[src/rtl/clk_gate_seq.sv]
// Clock-gate sequencer: idle-timed quiesce/gating and staggered
// round-robin wake-up for NumDomains gated clock domains.
//
// Ports:
//   clk_i          always-on clock
//   rst_i          synchronous active-high reset
//   busy_i         per-domain work in flight
//   wake_req_i     per-domain level request, held until wake_ack_o
//   force_on_i     per-domain override keeping/bringing clock on
//   quiesce_ack_i  per-domain drained indication
//   quiesce_req_o  per-domain drain request (state DRAIN)
//   wake_ack_o     per-domain clock running and settled (state ON)
//   clk_en_o       per-domain gating-cell enable (state != OFF)
module clk_gate_seq #(
    parameter int unsigned NumDomains    = 4,
    parameter int unsigned IdleCycles    = 16,
    parameter int unsigned WakeCycles    = 2,
    parameter int unsigned StaggerCycles = 4
) (
    input  logic                  clk_i,
    input  logic                  rst_i,
    input  logic [NumDomains-1:0] busy_i,
    input  logic [NumDomains-1:0] wake_req_i,
    input  logic [NumDomains-1:0] force_on_i,
    input  logic [NumDomains-1:0] quiesce_ack_i,
    output logic [NumDomains-1:0] quiesce_req_o,
    output logic [NumDomains-1:0] wake_ack_o,
    output logic [NumDomains-1:0] clk_en_o
);

    localparam int unsigned IW =
        (IdleCycles > 1) ? $clog2(IdleCycles) : 1;
    localparam int unsigned WW =
        (WakeCycles > 1) ? $clog2(WakeCycles) : 1;
    localparam int unsigned SW =
        (StaggerCycles > 1) ? $clog2(StaggerCycles) : 1;
    localparam int unsigned PW =
        (NumDomains > 1) ? $clog2(NumDomains) : 1;

    localparam logic [IW-1:0] IdleLast = IW'(IdleCycles - 1);
    localparam logic [WW-1:0] WakeLast = WW'(WakeCycles - 1);
    localparam logic [SW-1:0] StagLast = SW'(StaggerCycles - 1);
    localparam logic [PW-1:0] PtrLast  = PW'(NumDomains - 1);

    typedef enum logic [1:0] {
        ST_ON,
        ST_DRAIN,
        ST_OFF,
        ST_WAKE
    } state_e;

    state_e        state_q [NumDomains];
    logic [IW-1:0] idle_q  [NumDomains];
    logic [WW-1:0] wake_q  [NumDomains];
    logic [SW-1:0] stag_q;
    logic [PW-1:0] ptr_q;

    logic [NumDomains-1:0] want;
    logic [NumDomains-1:0] pend;
    logic                  gnt_any;
    logic [PW-1:0]         gnt_idx;
    logic [PW-1:0]         nxt_ptr;
    logic                  grant;

    assign want = busy_i | wake_req_i | force_on_i;

    always_comb begin
        pend = '0;
        for (int k = 0; k < NumDomains; k++) begin
            pend[k] = want[k] && (state_q[k] == ST_OFF);
        end
    end

    // Round-robin pick: lowest pending index at or above the
    // pointer, otherwise wrap to the lowest pending index overall.
    always_comb begin
        gnt_any = 1'b0;
        gnt_idx = '0;
        for (int k = NumDomains - 1; k >= 0; k--) begin
            if (pend[k]) begin
                gnt_any = 1'b1;
                gnt_idx = PW'(k);
            end
        end
        for (int k = NumDomains - 1; k >= 0; k--) begin
            if (pend[k] && (PW'(k) >= ptr_q)) begin
                gnt_idx = PW'(k);
            end
        end
    end

    assign grant   = gnt_any && (stag_q == '0);
    assign nxt_ptr = (gnt_idx == PtrLast) ? '0 : gnt_idx + PW'(1);

    always_ff @(posedge clk_i) begin
        if (rst_i) begin
            for (int k = 0; k < NumDomains; k++) begin
                state_q[k] <= ST_ON;
                idle_q[k]  <= '0;
                wake_q[k]  <= '0;
            end
            stag_q <= '0;
            ptr_q  <= '0;
        end else begin
            if (grant) begin
                stag_q <= StagLast;
                ptr_q  <= nxt_ptr;
            end else if (stag_q != '0) begin
                stag_q <= stag_q - SW'(1);
            end

            for (int k = 0; k < NumDomains; k++) begin
                unique case (state_q[k])
                    ST_ON: begin
                        if (want[k]) begin
                            idle_q[k] <= '0;
                        end else if (idle_q[k] == IdleLast) begin
                            idle_q[k]  <= '0;
                            state_q[k] <= ST_DRAIN;
                        end else begin
                            idle_q[k] <= idle_q[k] + IW'(1);
                        end
                    end
                    ST_DRAIN: begin
                        // New work aborts the drain even if the ack
                        // arrives in the same cycle.
                        if (want[k]) begin
                            idle_q[k]  <= '0;
                            state_q[k] <= ST_ON;
                        end else if (quiesce_ack_i[k]) begin
                            state_q[k] <= ST_OFF;
                        end
                    end
                    ST_OFF: begin
                        if (grant && (gnt_idx == PW'(k))) begin
                            wake_q[k]  <= WakeLast;
                            idle_q[k]  <= '0;
                            state_q[k] <= ST_WAKE;
                        end
                    end
                    ST_WAKE: begin
                        if (wake_q[k] == '0) begin
                            state_q[k] <= ST_ON;
                        end else begin
                            wake_q[k] <= wake_q[k] - WW'(1);
                        end
                    end
                    default: begin
                        state_q[k] <= ST_ON;
                    end
                endcase
            end
        end
    end

    always_comb begin
        clk_en_o      = '0;
        quiesce_req_o = '0;
        wake_ack_o    = '0;
        for (int k = 0; k < NumDomains; k++) begin
            clk_en_o[k]      = (state_q[k] != ST_OFF);
            quiesce_req_o[k] = (state_q[k] == ST_DRAIN);
            wake_ack_o[k]    = (state_q[k] == ST_ON);
        end
    end

endmodule

[config.mk]
export PLATFORM = sky130hd
export DESIGN_NAME = clk_gate_seq
export DESIGN_NICKNAME = d
export VERILOG_FILES = /design/src/rtl/clk_gate_seq.sv
export SDC_FILE = /design/constraint.sdc
export NUM_CORES = 1
export LEC_CHECK = 0
export ABC_CLOCK_PERIOD_IN_PS = 6100
export BUFFER_PORTS_ARGS = -buffer_cell sky130_fd_sc_hd__buf_2
export CAP_MARGIN = 20
export CORE_MARGIN = 3
export CORE_UTILIZATION = 35
export CTS_CLUSTER_DIAMETER = 30
export DETAILED_ROUTE_END_ITERATION = 10
export GPL_ROUTABILITY_DRIVEN = 1
export PLACE_DENSITY = 0.64
export REMOVE_ABC_BUFFERS = 1
export SLEW_MARGIN = 25
export SYNTH_ARGS = -nofsm -noshare
export SYNTH_HDL_FRONTEND = slang
export SYNTH_SLANG_ARGS = --single-unit
[constraint.sdc]
create_clock -name clk_i -period 6.1 [get_ports clk_i]
set_input_delay 0.915 -clock clk_i [delete_from_list [all_inputs] [get_ports clk_i]]
set_output_delay 0.915 -clock clk_i [all_outputs]
set_load 0.05 [all_outputs]
==> results of run 1 <==
[cell families after synthesis]
kind of cell | Yosys count
buffers and inverters | 21
adders and majority gates | 9
AOI/OAI and AO/OA | 47
and+or+nand+nor | 105
DFF | 32
xor gates and xnor gates | 8
muxes | 1
[cell usage after synthesis (all sizes together) (3+ instances only)]
cell type | number | area [um2]
or3 | 5 | 36.3
ha | 9 | 113
a21o | 4 | 30.0
nor3 | 9 | 45.0
nor2 | 32 | 120
o311ai | 3 | 26.3
xnor2 | 4 | 35.0
a211o | 4 | 35.0
nand2 | 15 | 56.3
dfxtp | 4 | 80.1
xor2 | 4 | 35.0
a31oi | 5 | 31.3
o21ai | 4 | 20.0
and3 | 4 | 25.0
nor2b | 7 | 43.8
a21oi | 9 | 45.0
inv | 11 | 41.3
nand2b | 3 | 18.8
edfxtp | 28 | 841
clkbuf | 9 | 33.8
nand3 | 21 | 105
[per-layer routing]
layer,vias up,share of wire
met5,-,0
met4,0,0.013
met3,6,0.043
met2,32,0.46
met1,784,0.49
li1,886,-
[power breakdown]
group	internal [W]	leakage, nW	switching (W)
registers	0.000262	0.345	0.0000222
clock network	0.000121	0.0552	0.0000791
logic	0.0000506	0.506	0.0000945
[worst max-delay path, stage by stage]
cell and delay (ns):
buf_2 0.10, nor3_1 0.58, o22ai_1 0.18, a21oi_1 0.22, o22a_1 0.18, ha_1 0.19, nand2_1 0.08, a211oi_1 0.43
or3_1 0.21
[through the flow]
step	total power, W	setup WS, ns	util	cells	hold slack, ns
2_1_floorplan	0.000393	2.95	-	213	0.446
3_3_place_gp	0.000433	2.64	0.404	315	0.471
3_5_place_dp	0.000433	2.67	0.404	315	0.472
4_1_cts	0.000635	3.01	0.423	323	0.485
5_1_grt	0.000667	2.76	0.423	323	0.512
6_report	0.000630	3.01	0.423	323	0.481
[path summary, 6_finish.rpt]
kind,startpoint,to,slack [ns],cells after the start
worst max register to register,state_q[1][1],idle_q[1][0],3.50,9
worst min-delay path,stag_q[1],stag_q[1],0.48,2
worst min register to register,stag_q[1],stag_q[1],0.48,2
worst max-delay path,wake_req_i[0],state_q[2][0],3.01,9
[sequential cells by signal, summed over array words and instances (netlist names)]
name     flops
stag_q       2
ptr_q        2
state_q      8
wake_q       4
idle_q      16
[cells in the final DEF, fill, tap and decap left out, drive strengths merged, types with 3 or more instances in the layout]
master,synthesis,layout
nand2,15,15
a21o,4,4
and3,4,4
dfxtp,4,4
clkbuf,9,6
nor2,32,32
inv,11,11
nor2b,7,7
a31oi,5,5
ha,9,9
a211o,4,4
xor2,4,4
nand2b,3,3
nand3,21,21
o311ai,3,3
nor3,9,9
edfxtp,28,28
buf,1,30
or3,5,5
o21ai,4,4
xnor2,4,4
a21oi,9,9
[final cells by class]
cell class	count	area [um2]
Clock buffer	6	72.6
Clock inverter	2	35.0
Fill cell	575	3220
Inverter	11	41.3
Multi-Input combinational cell	170	1040
Sequential cell	32	921
Tap cell	72	90.1
Timing Repair Buffer	30	153
==> results.yml, run 1 <==
status:
  run_status: "finished, final reports clean"
critical_path:
  data_arrival_time_of_the_worst_path_ns: 3.09
  worst_setup_path_start_kind: "primary input"
  timing.critical_path.required_ns: 6.10
  setup.worst_path.end_class: "flip-flop"
  critical_path.max_fanout: 6
  timing_worst_setup_path_type: "primary input to flip-flop"
detailed_routing:
  avgRoutedWirePerCell_um: 13.1
  postRouteAntennaNets: 0
  drt_drc_violations_left: 0
  detail_route.iter0.violations: 88
  num_vias: 1708
  drt_pre_antenna_iters: 4
  detail_route.wirelength_um: 4250
  drt-vias-per-instance: 5.29
place:
  place_congestion: 0.773
  dpl-instance-area_mm2: 0.00225
  port_buffers: 29
  dp_hpwl_um: 3160
grt:
  met3_layer_usage_reported_by_global_route: 0.0304
  globalRouteMet2Util: 0.212
  grt-ovfl-total: 0
  grt_pass1_wl_um: 7400
  grt_use_total: 0.139
  grt_start_max_net_pins: 25
  globalRouteMet1Util: 0.194
  first_global_vias: 1630
  grt_antenna_before_repair: 0
  gr_busiest_metal: "met2"
sta:
  timing.slew.headroom: 0.539
  timing.setup.tns_ns: 0
  timing.final.hold_violations: 0
  worst_clock_skew_ns: 0.00753
  slew_viol_final: 0
  timing.fmax_ghz: 0.323
  setup_viol_count_final: 0
  fin_crit_sh: 0.507
  min_period_ns: 3.09
  worst_slew_pin_slew_ns: 0.686
  grt_setup_unrepaired: "false"
yosys:
  post_synth_mux_area_share: 0.00489
  synth.avg_cell_area_um2: 9.18
  synth-seq-cells: 32
  mappedNetlistArea_mm2: 0.00205
  yosysWarningCount: 0
  area_fraction_in_and_or_nand_and_nor_cells_after_synthesis: 0.252
  synth_ff_type: "edfxtp_1"
  ys_async_rst_share: 0
  seq_area_frac_synth: 0.450
  yosys.area_share.adder: 0.0550
  synth_enable_flop_cells: 28
  synth_top_family_by_area: "simple AND/OR/NAND/NOR gates"
  synth.lib_cells_used.distinct: 44
  xor_xnor_share_of_the_synthesized_area: 0.0342
  synthesis.instances: 223
  synth_compound_area_frac: 0.164
clock_tree:
  clkLatencyLatePin_ns: 0.28
  htree_levels: 2
  cts_resized: 0
  clock_sink_count: 32
  post_cts.repair.setup_buffers: 0
  cts_buffers: 5
  ctsHoldBuffers: 0
  cts.reportedPaths.clkPinSlew_ns: 0.06
  deepest_clock_path_buffer_count: 2
  cts-root-buf: "clkbuf_8"
  cts_tree: "built"
floorplanning:
  effective_utilization_at_floorplan: 0.367
  die_y_um: 82.5
  placeableCoreArea_mm2: 0.00557
  design.die.area_mm2: 0.00681
  horizontal_die_dimension_um: 82.5
  core.rowCount: 27
  design.portCount: 30
finish:
  final_net_count: 277
  antenna_cells_inserted: 0
  post-route-cell-area_mm2: 0.00236
  drive_above_1_share: 0.155
  flow.area_growth_from_synthesis_pct: 15.1
run:
  timing.max_cap.violations: 0
min_path:
  holdCritPathClass: "flip-flop to flip-flop"
power_and_ir_drop:
  power_density_mw_per_mm2: 267
  static-leakage-power_nw: 0.906
  peakVddDrop_mv: 0.126
Note: power is estimated with default switching activity, not from simulation.
==> inputs of run 2 (changes only) <==
- ABC_CLOCK_PERIOD_IN_PS: 6100 -> 2900
- clock period: 6.1 -> 2.9 ns (I/O delays scaled with it)
==> results.yml, run 2 (synthesis gave the netlist of run 1 again) <==
status:
  run_status: "finished, final reports clean"
floorplanning:
  design.portCount: 30
  die_y_um: 82.5
  placeableCoreArea_mm2: 0.00557
  core.rowCount: 27
  horizontal_die_dimension_um: 82.5
  design.die.area_mm2: 0.00681
  effective_utilization_at_floorplan: 0.367
sta:
  setup_viol_count_final: 0
  min_period_ns: 2.62
  grt_setup_unrepaired: "false"
  timing.fmax_ghz: 0.381
  slew_viol_final: 0
  worst_clock_skew_ns: 0.00691
  timing.slew.headroom: 0.634
  hold_slack_ns: 0.487
  worst_slew_pin_slew_ns: 0.545
  fin_crit_sh: 0.904
  timing.final.hold_violations: 0
  timing.setup.tns_ns: 0
detailed_routing:
  num_vias: 1796
  detail_route.wirelength_um: 4380
  postRouteAntennaNets: 0
  drt_pre_antenna_iters: 4
  drt_drc_violations_left: 0
  drt-vias-per-instance: 5.46
  avgRoutedWirePerCell_um: 13.3
  detail_route.iter0.violations: 111
grt:
  grt-ovfl-total: 0
  grt_pass1_wl_um: 7450
  grt_antenna_before_repair: 0
  first_global_vias: 1665
  grt_use_total: 0.141
  grt_start_max_net_pins: 24
run:
  timing.max_cap.violations: 0
clock_tree:
  cts_tree: "built"
  clock_sink_count: 32
  post_cts.repair.setup_buffers: 0
  deepest_clock_path_buffer_count: 2
  cts_resized: 0
  cts_buffers: 5
  cts.reportedPaths.clkPinSlew_ns: 0.07
  clkLatencyLatePin_ns: 0.28
  htree_levels: 2
  cts-root-buf: "clkbuf_8"
  ctsHoldBuffers: 0
finish:
  flow.area_growth_from_synthesis_pct: 16.2
  antenna_cells_inserted: 0
  multi_input_area_mm2: 0.00104
  post-route-cell-area_mm2: 0.00238
  layout_top_registers: "idle_q (16), state_q (8), wake_q (4)"
  final_net_count: 284
  top_library_cells_by_usage_in_the_layout_fill_and_taps_aside: "32 x nor2_1, 29 x buf_2, 28 x edfxtp_1, 21 x nand3_1, 15 x nand2_1"
  fillers: 559
  sequential_cell_area_um2: 921
  largest_register_ff_count: 16
  drive_above_1_share: 0.175
  regMostFlops: "idle_q"
  final_cell_count_no_fill: 329
  most_common_cell_after_layout_fill_and_taps_aside: "nor2_1"
place:
  place_congestion: 0.824
  port_buffers: 29
  placed_cells: 322
  dpl-instance-area_mm2: 0.00230
  dp_hpwl_um: 3270
power_and_ir_drop:
  peakVddDrop_mv: 0.237
  static-leakage-power_nw: 0.926
  power_density_mw_per_mm2: 518
  power_after_layout_w: 0.00123
critical_path:
  reg2reg_setup_slack_ns: 0.28
  data_arrival_time_of_the_worst_path_ns: 2.56
  timing.critical_path.required_ns: 2.83
  worst-r2r-cell-count: 9
  regToRegEndpoint: "idle_q[0][3]"
  setup.worst_path.end_class: "flip-flop"
  worst_setup_path_start_kind: "flip-flop"
  timing_worst_setup_path_type: "flip-flop to flip-flop"
  timing.rr.start: "state_q[1][0]"
  critical_path.max_fanout: 8
min_path:
  worst_hold_path.endpoint: "stag_q[0]"
  hold_depth: 2
  min-delay-start: "stag_q[0]"
  holdCritPathClass: "flip-flop to flip-flop"
## run 2: report_power, final
group          internal [W]  switching [W]  total (W)  leakage [nW]
clock              0.000163       0.000157   0.000320        0.0410
combinational      0.000112       0.000205   0.000318         0.540
sequential         0.000551      0.0000445   0.000596         0.345
## run 2: worst max path at each step
stage	startpoint	to	slack (ns)	cells past startpoint
2_1_floorplan	wake_req_i[2]	state_q[2][0]	0.23	4
6_report	state_q[1][0]	idle_q[0][3]	0.28	9
3_5_place_dp	wake_req_i[0]	idle_q[1][1]	0.22	9
4_1_cts	state_q[1][0]	idle_q[0][3]	0.30	9
3_3_place_gp	wake_req_i[0]	idle_q[1][1]	0.28	9
5_1_grt	state_q[1][0]	idle_q[1][2]	0.06	9
## run 2: metrics by stage
step	setup WS (ns)	util
floorplan	0.226	-
global placement	0.281	0.413
detailed placement	0.216	0.413
CTS	0.302	0.427
global route	0.0635	0.427
finish	0.278	0.427
## run 2: cell type report
class / count / share of cell area
flip-flops and latches: 32 / 0.387
multi-input cells: 170 / 0.439
repair buffers: 37 / 0.0862
inverters: 11 / 0.0174
clock buffers: 6 / 0.0305
well taps: 72 / 0.0379
clock inverters: 1 / 0.00210
## run 2: routing by layer
layer  vias up  global-route usage  routed length (um)
met5         -                   0                   0
met4         0              0.0359                  40
met2        48               0.230                2060
li1        896                   -                   -
met3         6              0.0336                 216
met1       846               0.189                2070
## run 2: critical path: stages, from the launching register on
cell	delay (ns)
edfxtp_1	0.49
nor2b_1	0.28
inv_1	0.14
o22ai_1	0.18
a21oi_1	0.11
o22ai_1	0.26
ha_1	0.20
nand2_1	0.06
a21o_1	0.18
a31oi_1	0.38
